$ cat src/rtl/pc_arbiter_pkg.sv
// Shared packet parameters for the pc_* codebase slice.
// Valid/ready convention: a transfer happens on a rising edge where VALID && READY.
package pc_arbiter_pkg;

    localparam int PACKET_WIDTH = 32;

endpackage

$ cat src/rtl/pc_slot.sv
// One-entry valid/ready register stage: holds a single packet between load and unload.
// accept is high when the slot can take a packet this cycle (empty, or draining this cycle).
module pc_slot
    import pc_arbiter_pkg::*;
(
    input  logic                    clk,
    input  logic                    rst,
    input  logic                    load,
    input  logic [PACKET_WIDTH-1:0] load_data,
    input  logic                    unload_ready,
    output logic                    full,
    output logic [PACKET_WIDTH-1:0] data,
    output logic                    accept
);

    assign accept = !rst && (!full || unload_ready);

    // A load takes precedence over an unload in the same cycle, so the slot stays full.
    always_ff @(posedge clk) begin
        if (rst) begin
            full <= 1'b0;
        end else if (load) begin
            full <= 1'b1;
        end else if (unload_ready) begin
            full <= 1'b0;
        end
    end

    always_ff @(posedge clk) begin
        if (load) begin
            data <= load_data;
        end
    end

endmodule

$ cat src/rtl/pc_arbiter.sv
// Two-input packet arbiter merging streams A and B into one registered valid/ready output.
// Define PC_ARBITER_ROUND_ROBIN_EN for round-robin; otherwise A has fixed priority.
module pc_arbiter
    import pc_arbiter_pkg::*;
(
    input  logic                    CLK,
    input  logic                    RST,
    input  logic                    RECEIVE_A_PC_VALID,
    input  logic [PACKET_WIDTH-1:0] RECEIVE_A_PC_DATA,
    output logic                    RECEIVE_A_PC_READY,
    input  logic                    RECEIVE_B_PC_VALID,
    input  logic [PACKET_WIDTH-1:0] RECEIVE_B_PC_DATA,
    output logic                    RECEIVE_B_PC_READY,
    output logic                    SEND_PC_VALID,
    output logic [PACKET_WIDTH-1:0] SEND_PC_DATA,
    input  logic                    SEND_PC_READY
);

    logic                    prio;
    logic                    grant_a;
    logic                    grant_b;
    logic                    accept;
    logic                    xfer_a;
    logic                    xfer_b;
    logic                    load;
    logic [PACKET_WIDTH-1:0] load_data;

    assign grant_a = RECEIVE_A_PC_VALID && (!RECEIVE_B_PC_VALID || !prio);
    assign grant_b = RECEIVE_B_PC_VALID && !grant_a;

    assign RECEIVE_A_PC_READY = accept && grant_a;
    assign RECEIVE_B_PC_READY = accept && grant_b;

    assign xfer_a    = RECEIVE_A_PC_READY && RECEIVE_A_PC_VALID;
    assign xfer_b    = RECEIVE_B_PC_READY && RECEIVE_B_PC_VALID;
    assign load      = xfer_a || xfer_b;
    assign load_data = xfer_a ? RECEIVE_A_PC_DATA : RECEIVE_B_PC_DATA;

`ifdef PC_ARBITER_ROUND_ROBIN_EN
    // After a transfer, the input that was not served is preferred next time.
    always_ff @(posedge CLK) begin
        if (RST) begin
            prio <= 1'b0;
        end else if (load) begin
            prio <= xfer_a;
        end
    end
`else
    assign prio = 1'b0;
`endif

    pc_slot u_slot (
        .clk          (CLK),
        .rst          (RST),
        .load         (load),
        .load_data    (load_data),
        .unload_ready (SEND_PC_READY),
        .full         (SEND_PC_VALID),
        .data         (SEND_PC_DATA),
        .accept       (accept)
    );

endmodule
$ cat config.mk
export PLATFORM = sky130hd
export DESIGN_NAME = pc_arbiter
export DESIGN_NICKNAME = d
export VERILOG_FILES = /design/src/rtl/pc_arbiter_pkg.sv /design/src/rtl/pc_slot.sv /design/src/rtl/pc_arbiter.sv
export SDC_FILE = /design/constraint.sdc
export NUM_CORES = 1
export LEC_CHECK = 0
export ABC_AREA = 1
export CORE_ASPECT_RATIO = 1.1
export CORE_MARGIN = 2
export CORE_UTILIZATION = 30
export CTS_CLUSTER_DIAMETER = 150
export DETAILED_ROUTE_END_ITERATION = 7
export PLACE_DENSITY = 0.69
export SLEW_MARGIN = 20
export SYNTH_ARGS = -nofsm -noshare
export SYNTH_HDL_FRONTEND = slang
export SYNTH_SLANG_ARGS = --single-unit
$ cat constraint.sdc
create_clock -name CLK -period 6.05 [get_ports CLK]
set_input_delay 1.21 -clock CLK [delete_from_list [all_inputs] [get_ports CLK]]
set_output_delay 1.21 -clock CLK [all_outputs]
set_load 0.02 [all_outputs]
==> flow_summary.json, run 1 <==
{
  "place.gp.congestion": 0.688,
  "num_rows": 27,
  "crit_path_start_kind": "input port",
  "drv_cap": 0,
  "io_buffers": 103,
  "insertion_delay_ns": 0.28,
  "mostFrequentLayoutCell": "clkdlybuf4s50_1",
  "drt_iter0_drc": 159,
  "ys_ff_latch": 33,
  "viasPerCell": 4.79,
  "dp_hpwl_um": 3070,
  "initial_core_util": 0.311,
  "cts.sinks": 33,
  "grt_antenna_before_repair": 0,
  "reg2reg_slack_ns": 4.04,
  "period_needed_ns": 4.46,
  "slew-limit-headroom": 0.318,
  "dp_slack_ns": 1.61,
  "critPathKind": "input port to output pin",
  "core_um2": 5030,
  "worst_ep_arrival_time_ns": 3.25,
  "cts-root-buf": "clkbuf_8",
  "boundaryPins": 104,
  "htree_levels": 2,
  "cts_resized": 0,
  "holdWs_ns": 0.803,
  "first_global_vias": 1482,
  "cellLeakagePower_nw": 1.08,
  "peakVddDrop_mv": 0.120,
  "route.detailed.drc": 0,
  "grt_first_pass_wirelength_um": 6880,
  "yosysUniqueCellTypes": 13,
  "holdBufCountCts": 0,
  "drt-pass1-iter-count": 6,
  "grt_setup_unrepaired": "no",
  "finClkSkew_ns": 0.00508,
  "yosysSeqAreaShare": 0.627,
  "layout_common_cells": "clkdlybuf4s50_1 (103), nand2_1 (65), nand4_1 (32), edfxtp_1 (32), clkbuf_8 (5)",
  "clk_path_buf_depth": 2,
  "grt_max_degree": 36,
  "status": "finished clean",
  "finalSetupViolations": 0,
  "synth_area_um2": 1560,
  "postCtsSetupRepairBufs": 0,
  "die_h_um": 79.7,
  "min_path_type": "flip-flop to flip-flop",
  "fin_crit_sh": 0.737,
  "synthCells": 153,
  "ant_nets": 0,
  "vias": 1485,
  "r2r-start": "u_slot.full",
  "ff2ff_path_depth": 3,
  "synthesis.nets": 222,
  "fmax_mhz": 224,
  "cts_tree": "done",
  "cts_buffers": 5,
  "wl_um": 4280,
  "overflow": 0,
  "min_from": "u_slot.full",
  "areaGrowthSynthToFinish_pct": 72.5,
  "diodes": 0,
  "reg2reg_to": "u_slot.data[13]",
  "crit_fanout": 34,
  "power_density_nw_per_um2": 212,
  "avgSynthCellArea_um2": 10.2,
  "critPathCaptureType": "output pin",
  "max_slew.worst_pin.slew_ns": 1.02,
  "hold_viol": 0,
  "die_x_um": 72.8,
  "routedWlPerCell_um": 13.8,
  "setup_ws_ns": 1.59,
  "ys_warn_count": 0,
  "die-area_um2": 5810,
  "cp.required_ns": 4.84,
  "grt_use_total": 0.156,
  "drive_above_1_share": 0.0556,
  "clk_pin_slew_ns": 0.07,
  "worstHoldPathCells": 2,
  "holdPathEnd": "u_slot.full",
  "total_power_mw": 0.572,
  "nNetsFinal": 320,
  "setup_tns_ns": 0,
  "drv_slew": 0
}
[logic make-up (layout without fill, tap and decap cells)]
group,Yosys count,in the layout,share of synthesized area
buffers and inverters,18,117,0.0600
AND/OR/NAND/NOR,100,100,0.306
flip-flops,33,33,0.627
AO/OA/AOI/OAI,2,2,0.00720
[synth_stat cells]
cell | count | area share
buf_4 | 4 | 0.019
nand2_4 | 1 | 0.0072
dfxtp_1 | 1 | 0.013
edfxtp_1 | 32 | 0.61
buf_2 | 9 | 0.029
inv_1 | 3 | 0.0072
nand4_1 | 32 | 0.13
a21oi_1 | 1 | 0.0032
inv_2 | 2 | 0.0048
nand3_4 | 1 | 0.011
nand2_1 | 65 | 0.16
nor3_1 | 1 | 0.0032
a31oi_1 | 1 | 0.0040
[per-layer routing]
metal	share of wire	global-route usage
met5	0	0
met3	0.066	0.0391
met1	0.40	0.186
met4	0.016	0.0667
met2	0.51	0.265
[worst max-delay path, stage by stage]
cell and delay (ns):
clkdlybuf4s50_1 0.44, inv_2 0.44, nand3_4 0.39, inv_1 0.13, clkdlybuf4s50_1 0.61
[registers in the layout, summed over array words and instances, names as in the netlist]
name,cells
u_slot.data,32
u_slot.full,1
[through the flow]
stage,area (um^2),util,cells
after floorplan,1560,-,153
after global routing,2700,0.536,310
after CTS,2700,0.536,310
after detailed placement,2610,0.519,302
final,2700,0.536,310
after global placement,2610,0.519,302
[layout make-up]
type	instances	area, um^2
Tap cell	58	72.6
Clock inverter	3	17.5
Fill cell	461	2340
Clock buffer	5	68.8
Sequential cell	33	981
Multi-Input combinational cell	102	500
Timing Repair Buffer	104	1040
Inverter	5	18.8
[worst max-delay path by stage]
stage,startpoint,cells after the start,slack [ns],to
3_3_place_gp,RST,5,1.64,RECEIVE_A_PC_READY
3_5_place_dp,RST,5,1.61,RECEIVE_A_PC_READY
6_report,RST,5,1.59,RECEIVE_A_PC_READY
2_1_floorplan,SEND_PC_READY,4,2.63,u_slot.data[0]
4_1_cts,RST,5,1.59,RECEIVE_A_PC_READY
5_1_grt,RST,5,1.40,RECEIVE_A_PC_READY
[power by group]
group          total, mW  leakage, nW  switching [mW]  internal [mW]
registers          0.275        0.313         0.00422          0.271
logic              0.134        0.726          0.0615         0.0728
clock network      0.163       0.0439          0.0832         0.0794
total              0.572         1.08           0.149          0.423
Power figures use the tool's default switching activity.
==> inputs of run 2 (changes only) <==
- clock period: 6.05 -> 4.48 ns (I/O delays scaled with it)
==> run 2 against run 1 <==
Compared with the run above: clock power increased by 33%; hold slack improved by 0.039 ns; combinational power is 37% higher; final cell count is 0.65% higher; clock skew rose by 0.0013 ns; cell area rose by 0.42%; via count increased by 0.61%; largest power group unchanged; worst setup slack worse by 0.67 ns; flip-flop and latch count did not move.
==> flow_summary.json, run 2 (synthesis results as in run 1) <==
{
  "ant_nets": 0,
  "holdBufCountCts": 0,
  "vias": 1494,
  "viasPerCell": 4.79,
  "dp_cells": 304,
  "cts_resized": 0,
  "clk_pin_slew_ns": 0.06,
  "finClkSkew_ns": 0.00635,
  "drv_slew": 0,
  "grt_antenna_before_repair": 0,
  "areaGrowthSynthToFinish_pct": 73.2,
  "postCtsSetupRepairBufs": 0,
  "worst_ep_arrival_time_ns": 2.66,
  "cellLeakagePower_nw": 1.09,
  "largest_reg_flops": 32,
  "place.gp.congestion": 0.713,
  "wl_um": 4480,
  "peakVddDrop_mv": 0.130,
  "r2r-start": "u_slot.full",
  "critPathKind": "input port to output pin",
  "power_density_nw_per_um2": 285,
  "io_buffers": 103,
  "fin_crit_sh": 0.794,
  "insertion_delay_ns": 0.29,
  "diodes": 0,
  "use_met1": 0.181,
  "globalRouteMet2Util": 0.260,
  "core_um2": 5030,
  "initial_core_util": 0.311,
  "slew-limit-headroom": 0.296,
  "cts.sinks": 33,
  "cts_buffers": 5,
  "grt_max_degree": 36,
  "ff2ff_path_depth": 3,
  "grt_setup_unrepaired": "no",
  "grt_use_total": 0.153,
  "max_slew.worst_pin.slew_ns": 1.05,
  "setup_tns_ns": 0,
  "fin_cells": 312,
  "boundaryPins": 104,
  "status": "finished clean",
  "die_h_um": 79.7,
  "overflow": 0,
  "crit_path_start": "SEND_PC_READY",
  "regMostFlops": "u_slot.data",
  "total_power_mw": 0.772,
  "clk_path_buf_depth": 2,
  "cp.required_ns": 3.58,
  "first_global_vias": 1462,
  "mostFrequentLayoutCell": "clkdlybuf4s50_1",
  "htree_levels": 2,
  "finalSetupViolations": 0,
  "route.detailed.drc": 0,
  "die_x_um": 72.8,
  "min_from": "u_slot.full",
  "fmax_mhz": 281,
  "worstHoldPathCells": 2,
  "final_core_util": 0.538,
  "met3_usage": 0.0455,
  "drt-pass1-iter-count": 4,
  "crit_fanout": 35,
  "drive_above_1_share": 0.0591,
  "routedWlPerCell_um": 14.3,
  "hold_viol": 0,
  "die-area_um2": 5810,
  "crit_path_start_kind": "input port",
  "grt_first_pass_wirelength_um": 6780,
  "drt_iter0_drc": 106,
  "layout_common_cells": "clkdlybuf4s50_1 (103), nand2_1 (65), nand4_1 (32), edfxtp_1 (32), clkbuf_8 (5)",
  "top_regs": "u_slot.data (32), u_slot.full (1)",
  "cts_tree": "done",
  "num_rows": 27,
  "drv_cap": 0,
  "min_path_type": "flip-flop to flip-flop",
  "dp_hpwl_um": 3110,
  "top_usage_layer": "met2",
  "critPathCaptureType": "output pin",
  "nNetsFinal": 322,
  "cts-root-buf": "clkbuf_8",
  "period_needed_ns": 3.56
}
[run 2: metrics by stage]
| stage | setup WS [ns] | cell area [um^2] | hold WS, ns |
|---|---|---|---|
| after floorplan | 1.38 | 1560 | 0.746 |
| after global placement | 0.921 | 2630 | 0.811 |
| after detailed placement | 0.933 | 2630 | 0.834 |
| after CTS | 0.912 | 2710 | 0.846 |
| after global routing | 0.746 | 2710 | 0.901 |
| final | 0.921 | 2710 | 0.842 |
[run 2: layer usage]
layer | part of all wire | vias up
li1 | - | 746
met1 | 0.41 | 678
met2 | 0.50 | 63
met3 | 0.070 | 7
met4 | 0.020 | 0
met5 | 0 | -
[run 2: path summary, 6_finish.rpt]
| check | endpoint | slack (ns) |
|---|---|---|
| max reg2reg | u_slot.data[1] | 2.43 |
| min | u_slot.full | 0.84 |
| min reg2reg | u_slot.full | 0.84 |
| max | RECEIVE_B_PC_READY | 0.92 |
[run 2: critical path: stages]
cell and delay [ns]:
clkdlybuf4s50_1 0.47, inv_2 0.04, nand2_4 0.28, nand2_1 0.18, nor3_1 0.16, clkdlybuf4s50_1 0.63
[run 2: layout make-up]
type                       instances  area, um^2
clock inverter                     2        10.0
sequential                        33         981
multi-input combinational        102         500
inverter                           5        18.8
timing repair buffer             106        1050
tap                               58        72.6
fill                             461        2320
clock buffer                       6        72.6
[run 2: where the power goes]
group	switching (mW)	internal (mW)	leakage [nW]
clock	0.108	0.108	0.0450
sequential	0.00587	0.366	0.313
combinational	0.0850	0.0995	0.735
total	0.199	0.573	1.09
